[src/rtl/ob_trace_pkg.sv]
// ob_trace shared types: capture FSM states and trigger modes.
// Optional timestamp storage is enabled by defining OB_TRACE_TS_EN.
package ob_trace_pkg;

  typedef enum logic [1:0] {
    IDLE    = 2'd0,
    ARMED   = 2'd1,
    CAPTURE = 2'd2,
    DONE    = 2'd3
  } state_e;

  typedef enum logic [1:0] {
    M_EQ  = 2'd0,
    M_NE  = 2'd1,
    M_IMM = 2'd2,
    M_CHG = 2'd3
  } mode_e;

  localparam int TSW = 16;

  function automatic int clog2_min1(input int n);
    return (n > 1) ? $clog2(n) : 1;
  endfunction

endpackage

[src/rtl/ob_trace_ram.sv]
// ob_trace sample store: one write port, registered read port.
// Contents are never reset; readers only trust them after a capture.
module ob_trace_ram #(
  parameter int W     = 32,
  parameter int DEPTH = 16,
  parameter int AW    = $clog2(DEPTH)
) (
  input  logic          clk,
  input  logic          we,
  input  logic [AW-1:0] waddr,
  input  logic [W-1:0]  wdata,
  input  logic [AW-1:0] raddr,
  output logic [W-1:0]  rdata
);

  logic [W-1:0] mem [DEPTH];

  always_ff @(posedge clk) begin
    if (we) mem[waddr] <= wdata;
    rdata <= mem[raddr];
  end

endmodule

[src/rtl/ob_trace.sv]
// ob_trace: multi-channel triggered trace buffer with pre-trigger history.
// Define OB_TRACE_TS_EN to store a 16-bit cycle stamp with every sample.
module ob_trace
  import ob_trace_pkg::*;
#(
  parameter int DW    = 32,
  parameter int NCH   = 4,
  parameter int DEPTH = 16,
  parameter int PRE   = 4
) (
  input  logic                           clk,
  input  logic                           rst,
  input  logic [NCH*DW-1:0]              ch_data_i,
  input  logic                           ch_valid_i,
  input  logic                           arm_i,
  input  logic [clog2_min1(NCH)-1:0]     trig_ch_i,
  input  logic [DW-1:0]                  trig_val_i,
  input  logic [1:0]                     trig_mode_i,
  input  logic [$clog2(DEPTH)-1:0]       rd_addr_i,
  input  logic [$clog2(NCH+1)-1:0]       rd_ch_i,
  output logic [DW-1:0]                  rd_data_o,
  output logic [1:0]                     state_o,
  output logic                           done_o,
  output logic [$clog2(DEPTH)-1:0]       trig_idx_o
);

  localparam int AW  = $clog2(DEPTH);
  localparam int TCW = clog2_min1(NCH);
  localparam int RCW = $clog2(NCH+1);
  localparam logic [AW-1:0] PRE_A = AW'(PRE);
  localparam logic [AW-1:0] POST0 = AW'(DEPTH-PRE-1);
`ifdef OB_TRACE_TS_EN
  localparam int RW = NCH*DW + TSW;
`else
  localparam int RW = NCH*DW;
`endif

  state_e          state, state_n;
  logic [AW-1:0]   wptr, wptr_n;
  logic [AW-1:0]   fill, fill_n;
  logic [AW-1:0]   post, post_n;
  logic [AW-1:0]   tptr, tptr_n;
  logic [DW-1:0]   prev, prev_n;
  logic            hist, hist_n;
  logic [DW-1:0]   cur;
  logic            hit;
  logic            we;
  logic [RW-1:0]   wdata;
  logic [RW-1:0]   rdata;
  logic [AW-1:0]   raddr;
  logic            rd_ok;
  logic [RCW-1:0]  rd_ch_q;

  always_comb begin
    cur = '0;
    for (int c = 0; c < NCH; c++)
      if (trig_ch_i == TCW'(c)) cur = ch_data_i[c*DW +: DW];
  end

  always_comb begin
    hit = 1'b0;
    unique case (mode_e'(trig_mode_i))
      M_EQ:  hit = (cur == trig_val_i);
      M_NE:  hit = (cur != trig_val_i);
      M_IMM: hit = 1'b1;
      M_CHG: hit = hist && (cur != prev);
    endcase
  end

  always_comb begin
    state_n = state;
    wptr_n  = wptr;
    fill_n  = fill;
    post_n  = post;
    tptr_n  = tptr;
    prev_n  = prev;
    hist_n  = hist;
    we      = 1'b0;
    // Re-arm has priority over any sample arriving in the same cycle.
    if (arm_i) begin
      state_n = ARMED;
      fill_n  = '0;
      post_n  = '0;
      hist_n  = 1'b0;
    end else begin
      unique case (state)
        IDLE, DONE: ;
        ARMED, CAPTURE: begin
          if (ch_valid_i) begin
            we     = 1'b1;
            wptr_n = wptr + 1'b1;
            prev_n = cur;
            hist_n = 1'b1;
            if (state == ARMED) begin
              if (fill == PRE_A && hit) begin
                tptr_n  = wptr;
                post_n  = POST0;
                state_n = (POST0 == '0) ? DONE : CAPTURE;
              end else if (fill != PRE_A) begin
                fill_n = fill + 1'b1;
              end
            end else begin
              post_n = post - 1'b1;
              if (post == AW'(1)) state_n = DONE;
            end
          end
        end
      endcase
    end
  end

  always_ff @(posedge clk or negedge rst) begin
    if (!rst) begin
      state <= IDLE;
      wptr  <= '0;
      fill  <= '0;
      post  <= '0;
      tptr  <= '0;
      prev  <= '0;
      hist  <= 1'b0;
    end else begin
      state <= state_n;
      wptr  <= wptr_n;
      fill  <= fill_n;
      post  <= post_n;
      tptr  <= tptr_n;
      prev  <= prev_n;
      hist  <= hist_n;
    end
  end

`ifdef OB_TRACE_TS_EN
  logic [TSW-1:0] ts;

  always_ff @(posedge clk or negedge rst) begin
    if (!rst) ts <= '0;
    else      ts <= ts + 16'd1;
  end

  assign wdata = {ts, ch_data_i};
`else
  assign wdata = ch_data_i;
`endif

  // Logical index 0 is the oldest kept sample, PRE slots before the trigger.
  assign raddr = tptr - PRE_A + rd_addr_i;

  ob_trace_ram #(
    .W     (RW),
    .DEPTH (DEPTH)
  ) u_ram (
    .clk   (clk),
    .we    (we),
    .waddr (wptr),
    .wdata (wdata),
    .raddr (raddr),
    .rdata (rdata)
  );

  always_ff @(posedge clk or negedge rst) begin
    if (!rst) begin
      rd_ok   <= 1'b0;
      rd_ch_q <= '0;
    end else begin
      rd_ok   <= (state == DONE);
      rd_ch_q <= rd_ch_i;
    end
  end

  always_comb begin
    rd_data_o = '0;
    if (rd_ok) begin
      for (int c = 0; c < NCH; c++)
        if (rd_ch_q == RCW'(c)) rd_data_o = rdata[c*DW +: DW];
`ifdef OB_TRACE_TS_EN
      if (rd_ch_q == RCW'(NCH)) rd_data_o = DW'(rdata[RW-1 -: TSW]);
`endif
    end
  end

  assign state_o    = state;
  assign done_o     = (state == DONE);
  assign trig_idx_o = (state == DONE) ? PRE_A : '0;

endmodule

[config.mk]
export PLATFORM = sky130hd
export DESIGN_NAME = ob_trace
export DESIGN_NICKNAME = d
export VERILOG_FILES = /design/src/rtl/ob_trace_pkg.sv /design/src/rtl/ob_trace_ram.sv /design/src/rtl/ob_trace.sv
export SDC_FILE = /design/constraint.sdc
export NUM_CORES = 2
export LEC_CHECK = 0
export BUFFER_PORTS_ARGS = -buffer_cell sky130_fd_sc_hd__buf_2
export CORE_MARGIN = 4
export CORE_UTILIZATION = 60
export DETAILED_ROUTE_END_ITERATION = 16
export PLACE_DENSITY = 0.87
export SYNTH_ARGS = -nofsm -noshare
export SYNTH_HDL_FRONTEND = slang
export SYNTH_SLANG_ARGS = --single-unit
[constraint.sdc]
create_clock -name clk -period 17.3 [get_ports clk]
set_clock_uncertainty 0.15 [all_clocks]
set_input_delay 2.595 -clock clk [delete_from_list [all_inputs] [get_ports clk]]
set_output_delay 2.595 -clock clk [all_outputs]
set_load 0.005 [all_outputs]
Word-level counts from Yosys, hierarchy flattened

Memory sizes are Yosys's and may differ from the RTL's. A register that Yosys moved wholly into a read port is not among the register bits.
Index checks and enable logic that the tools add are counted.

Register bits: 55
Bits in writable memories: 2048
Input bits: 175
Output and inout port bits: 39
Logic and storage cells: 89
Memories kept: 1

Memory list:

| memory    | depth | width | read ports | clocked after memory_dff | wr ports | line               | source |
|---|---|---|---|---|---|---|---|
| u_ram.mem | 16    | 128   | 1          | 1                        | 1        | ob_trace_ram.sv:16 | `logic [W-1:0] mem [DEPTH];` |

Add/subtract/negate cells: 5
Equality and inequality tests: 20
Multiplexer cells: 36
Bitwise operators: 1
Reduce and logical (&&, ||, !) cells: 17

Operators with widths:

| cell                                                 | count |
|---|---|
| 2-to-1 mux 32 bit                                    | 9 |
| != test 32 bit                                       | 2 |
| 2-to-1 mux 4 bit                                     | 11 |
| equality test 32 bit                                 | 1 |
| equality test 2 bit (second input constant)          | 6 |
| 2-to-1 mux 2 bit                                     | 6 |
| AND reduction 5 bit                                  | 2 |
| adder 4 x 1 -> 4 bit (second input constant)         | 2 |
| 2-to-1 mux 1 bit                                     | 8 |
| nonzero test 2 bit                                   | 4 |
| equality test 2 x 1 -> 1 bit (second input constant) | 3 |
| equality test 3 x 2 -> 1 bit (second input constant) | 2 |
| AND reduction 3 bit                                  | 2 |
| adder 4 bit                                          | 1 |
| equality test 4 x 1 -> 1 bit (second input constant) | 1 |
| equality test 4 x 3 -> 1 bit (second input constant) | 1 |
| logical NOT 2 bit                                    | 2 |
| != test 4 x 3 -> 1 bit (second input constant)       | 1 |
| one-hot mux 1 bit (4 select lines)                   | 1 |
| AND reduction 4 bit                                  | 1 |
| subtractor 4 x 1 -> 4 bit (second input constant)    | 1 |
| subtractor 4 x 3 -> 4 bit (second input constant)    | 1 |
| equality test 3 x 1 -> 1 bit (second input constant) | 1 |
| logical NOT 3 bit                                    | 1 |
| other kinds (8)                                      | 9 |

Longest topological paths before layout

Depth in word-level cells: 14
Gate-level depth with buffers: 10
Gate-level depth less buffers: 8

By module

Synthesis repeated with hierarchy kept, for this count alone.

Cells, all modules: 3889
Area total of the unflattened synthesis: 84145.7 µm²

By module, submodules not included:

| module       | instances | cells an instance | area an instance (µm²) | seq. area each (µm²) |
|---|---|---|---|---|
| ob_trace_ram | 1         | 3365              | 79331.1                | 64061.4 |
| ob_trace     | 1         | 524               | 4814.6                 | 1376.3 |

Worst setup path before layout

OpenSTA, ideal clock, no wires.

Path kind: input port to flip-flop
Start: input ch_valid_i
End: memory u_ram.mem[3][0] in the netlist's numbering, enable pin
Library setup time: 771 ps
Arrival: 12276 ps
Required time: 16379 ps
Slack: 4103 ps
Stages: 6
Path buffers: 2
Path through: nand2b_1 clkbuf_1 nor2_1 clkbuf_1 nand2_1 nor3_1

Word-level cells in the longest chain between the ends: 5

Ends and longest elaborated chain:

| item                                   | line               | source |
|---|---|---|
| start, declared                        | ob_trace.sv:14     | `input logic ch_valid_i,` |
| 2-to-1 mux 1 bit                       | ob_trace.sv:89     | `if (ch_valid_i) begin` |
| 2-to-1 mux 1 bit                       | ob_trace.sv:86     | `unique case (state)` |
| 2-to-1 mux 1 bit                       | ob_trace.sv:80     | `if (arm_i) begin` |
| 2-to-1 mux 1 bit                       | ob_trace_ram.sv:19 | `if (we) mem[waddr] <= wdata;` |
| 2-to-1 mux 1 bit (not written as such) | ob_trace_ram.sv:19 |  |
| end, declared                          | ob_trace_ram.sv:16 |  |

No other way between the ends.

Worst setup path after layout

Start: register rd_ch_q[0]
End: output rd_data_o[1]

Word-level cells in the longest chain between the ends: 6
Elaborated cells between the ends (all ways): 9
Those cells by class: eq/ne: 3; mux: 5; reduce/logical: 1

Ends and longest elaborated chain:

| item                            | line            | source |
|---|---|---|
| start, declared                 | ob_trace.sv:52  | `logic [RCW-1:0] rd_ch_q;` |
| start signal, assigned          | ob_trace.sv:166 | `rd_ch_q <= rd_ch_i;` |
| logical NOT 3 bit               | ob_trace.sv:174 | `if (rd_ch_q == RCW'(c)) rd_data_o = rdata[c*DW +: DW];` |
| 2-to-1 mux 32 bit (3 in series) | ob_trace.sv:174 |  |
| 2-to-1 mux 32 bit (*)           | ob_trace.sv:174 |  |
| 2-to-1 mux 32 bit (*)           | ob_trace.sv:172 | `if (rd_ok) begin` |
| end, declared                   | ob_trace.sv:21  | `output logic [DW-1:0] rd_data_o,` |

Every way passes the cells marked *; elsewhere a longest branch is shown, timed or not.

==> out/metrics.csv <==
stage,metric,value,unit
floorplan,die_y,382,um
yosys,ys_types,44,
hold_path,hp-class,reg2reg,
clock_tree,cts.sinks,2231,
timing,slew_headroom,0.106,
cells_and_area,regArea,65400,um^2
cells_and_area,syn2layout_area_growth,12.4,%
clock_tree,tritoncts,yes,
timing,hold_violations,0,
drt,viasPerCell,7.38,
grt,grt_first_pass_wirelength,342,mm
grt,grt_remaining_overflow,0,
yosys,netlist_instances,3514,
place,hpwl,125,mm
drt,drt-pass1-iter-count,6,
drt,routed.top_layer,met5,
timing,finalCriticalPeriod,7.31,ns
clock_tree,tritoncts.num_buffers,204,
grt,grt_start_max_net_pins,154,
grt,antenna_found_initial,68,
timing,fmax,137,MHz
clock_tree,postCtsHoldBufs,0,
yosys,muxShareOfSynthArea,0.186,
critical_path,path_cells,"buf_4, nand3b_1, buf_4, o21ai_0, nor2_1, buf_2",
critical_path,cp_slowest_cell,nand3b_1,
critical_path,critPathMaxStageDelay,0.98,ns
cells_and_area,layout-drive-gt1-share,0.332,
clock_tree,clk_latency,0.86,ns
drt,vias,43822,
critical_path,worstSetupStartpointType,flop,
yosys,syn_avg_cell_area,23.9,um^2
clock_tree,clkTransAtPathRegs,0.07,ns
grt,grt_usage,0.338,
yosys,synth-seq-cells,2231,
cells_and_area,post-route-util,0.679,
pwr,ir_worst_vdd,0.133,mV
timing,rsz0062_at_grt,false,
place,place_ws,9.81,ns
timing,holdWs,0.389,ns
cells_and_area,layout.nets,4013,
floorplan,dieArea,146000,um^2
drt,wl_per_cell,41.6,um
timing,drv_slew,0,
yosys,synth_top_family_by_area,multiplexers,
drt,met3WireLength,34.9,mm
timing,fin_tns_setup,0,ns
place,gp_congestion,0.817,
yosys,ys_seq_area_frac,0.778,
critical_path,critPathBufInv,3,
yosys,yosysWarningCount,0,
floorplan,rows,137,
grt,grt_pass1_vias,43169,
critical_path,cp.arrival,4.57,ns
floorplan,core_region_area,139000,um^2
drt,drtIter0Drc,8210,
drt,drcViolationCount,0,
yosys,ys_async_sr_fraction,0.0247,
place,port_buffers,210,
pwr,p_leak,0.0301,uW
cells_and_area,fillers,7578,
floorplan,io_pins,214,
critical_path,critPathRequiredTime,14.56,ns
yosys,synthAdderAreaFrac,0.00232,
clock_tree,root_buffer,clkbuf_16,
drt,antenna_left,0,
cells_and_area,multi_input_area,18100,um^2
critical_path,path_class,reg2out,
floorplan,fp.dieW,382,um
flow_run,drv_cap,0,
floorplan,start_util,0.604,
yosys,post_synth_xor_area_fraction,0.00760,
drt,wl_met2,120,mm
yosys,synth_compound_area_frac,0.00931,
critical_path,worstPathMaxFanout,22,
yosys,synth_ff_type,edfxtp_1,
critical_path,critical_path.top_delay_family,buffers and inverters,
critical_path,endpoint_kind,output pin,
timing,setup_violations,0,
yosys,synth-edff-count,2048,
clock_tree,cts_setup_buffers,0,
yosys,synth_area,84100,um^2
pwr,cellPowerDensity,134,nW/um^2
critical_path,path_common_cell,buf_4,
outcome,status,"complete, no violations",
timing,setup_ws,9.99,ns
timing,tightest_slew,1.34,ns
clock_tree,cts_buffer_depth,3,
clock_tree,ctsResizeCount,0,
drt,wl,247,mm
yosys,yosys.area_share.simple,0.00745,
clock_tree,htree_levels,4,
drt,wl_met1,76.2,mm
timing,finalCritPeriodShare,0.423,
flip-flops by register name, summed over array words and instances, names as in the netlist:
name / count
u_ram.mem: 2048
tptr: 4
post: 4
u_ram.rdata: 128
rd_ch_q: 3
prev: 32
hist: 1
rd_ok: 1
state_o: 2
wptr: 4
fill: 4
cells in the final DEF, fill, tap and decap left out, types with 18 or more instances in the layout:
| cell type | Yosys | final |
|---|---|---|
| bufinv_16 | 0 | 18 |
| edfxtp_1 | 2048 | 2048 |
| a21oi_1 | 26 | 26 |
| o22ai_1 | 32 | 32 |
| o21ai_0 | 35 | 35 |
| buf_2 | 5 | 210 |
| clkinv_2 | 0 | 25 |
| clkbuf_1 | 126 | 54 |
| mux4_2 | 650 | 650 |
| xor2_1 | 35 | 35 |
| xnor2_1 | 38 | 37 |
| mux2_2 | 65 | 65 |
| mux2i_1 | 24 | 24 |
| nor2_1 | 56 | 43 |
| dfxtp_1 | 128 | 128 |
| nor2b_1 | 25 | 24 |
| a211oi_1 | 24 | 24 |
| buf_4 | 5 | 69 |
| clkinv_1 | 0 | 33 |
| clkbuf_8 | 0 | 22 |
| clkbuf_16 | 0 | 208 |
| diode_2 | 0 | 58 |
| dfrtp_1 | 55 | 53 |
synth_stat cells (all sizes together) (26+ instances only):
library cell | instances | area, um^2
xor2 | 35 | 307
buf | 59 | 262
mux4 | 650 | 14600
dfrtp | 55 | 1380
edfxtp | 2048 | 61500
mux2 | 68 | 766
nor2 | 56 | 210
clkbuf | 126 | 473
dfxtp | 128 | 2560
xnor2 | 38 | 333
o22ai | 32 | 200
o21ai | 36 | 180
a21oi | 26 | 130
where the power goes:
part           total, uW  internal [uW]  switching [uW]  leakage [uW]
Clock               4650           2590            2060       0.00329
Sequential          6470           6280             192        0.0202
Combinational       1580            654             921       0.00663
Total              12700           9520            3180        0.0301
final cells by class:
type	count	share of cell area
Multi-Input combinational cell	1086	0.191
Timing Repair Buffer	286	0.0181
Clock inverter	103	0.0116
Clock buffer	284	0.0604
Tap cell	1876	0.0248
Sequential cell	2231	0.692
Inverter	14	0.000556
Antenna cell	58	0.00153
tightest hold or removal path, cell delays in order (launching register included):
cell,delay (ns)
dfrtp_1,0.37
nor2_1,0.06
nor2_1,0.07
cell families (layout without fill, tap and decap cells):
logic type,after synthesis,after routing
AO/OA/AOI/OAI,129,129
XOR/XNOR,73,73
adder cells (fa/ha/maj),15,15
buffers and inverters,199,687
flip-flops,2231,2231
multiplexers,742,742
other,1,61
AND/OR/NAND/NOR,124,124
final timing paths:
path / start / end / slack, ns / cells after the start
max in group asynchronous: rst / rd_ch_q[0]$_DFF_PN0_ / 14.54 / 2
max reg2reg: state_o[0]$_DFFE_PN0P_ / u_ram.mem[15][65]$_DFFE_PP_ / 11.68 / 8
min: hist$_DFFE_PN0P_ / hist$_DFFE_PN0P_ / 0.39 / 2
min in group asynchronous: rst / prev[18]$_DFFE_PN0P_ / 1.77 / 2
max: rd_ch_q[0]$_DFF_PN0_ / rd_data_o[1] / 9.99 / 6
min reg2reg: hist$_DFFE_PN0P_ / hist$_DFFE_PN0P_ / 0.39 / 2
metrics by stage:
step | instance area [um^2] | power (uW) | instances
2_1_floorplan | 84100 | 7480 | 3516
5_1_grt | 94500 | 13000 | 5906
4_1_cts | 94400 | 12700 | 5880
6_report | 94600 | 12700 | 5938
3_3_place_gp | 87600 | 7930 | 5493
3_5_place_dp | 87600 | 8030 | 5493
layer usage:
metal,GRT usage,vias to the layer above
met5,0,-
met4,0.178,12
met3,0.106,935
met2,0.532,4627
met1,0.429,22591
li1,-,15657
Power figures use the tool's default switching activity.
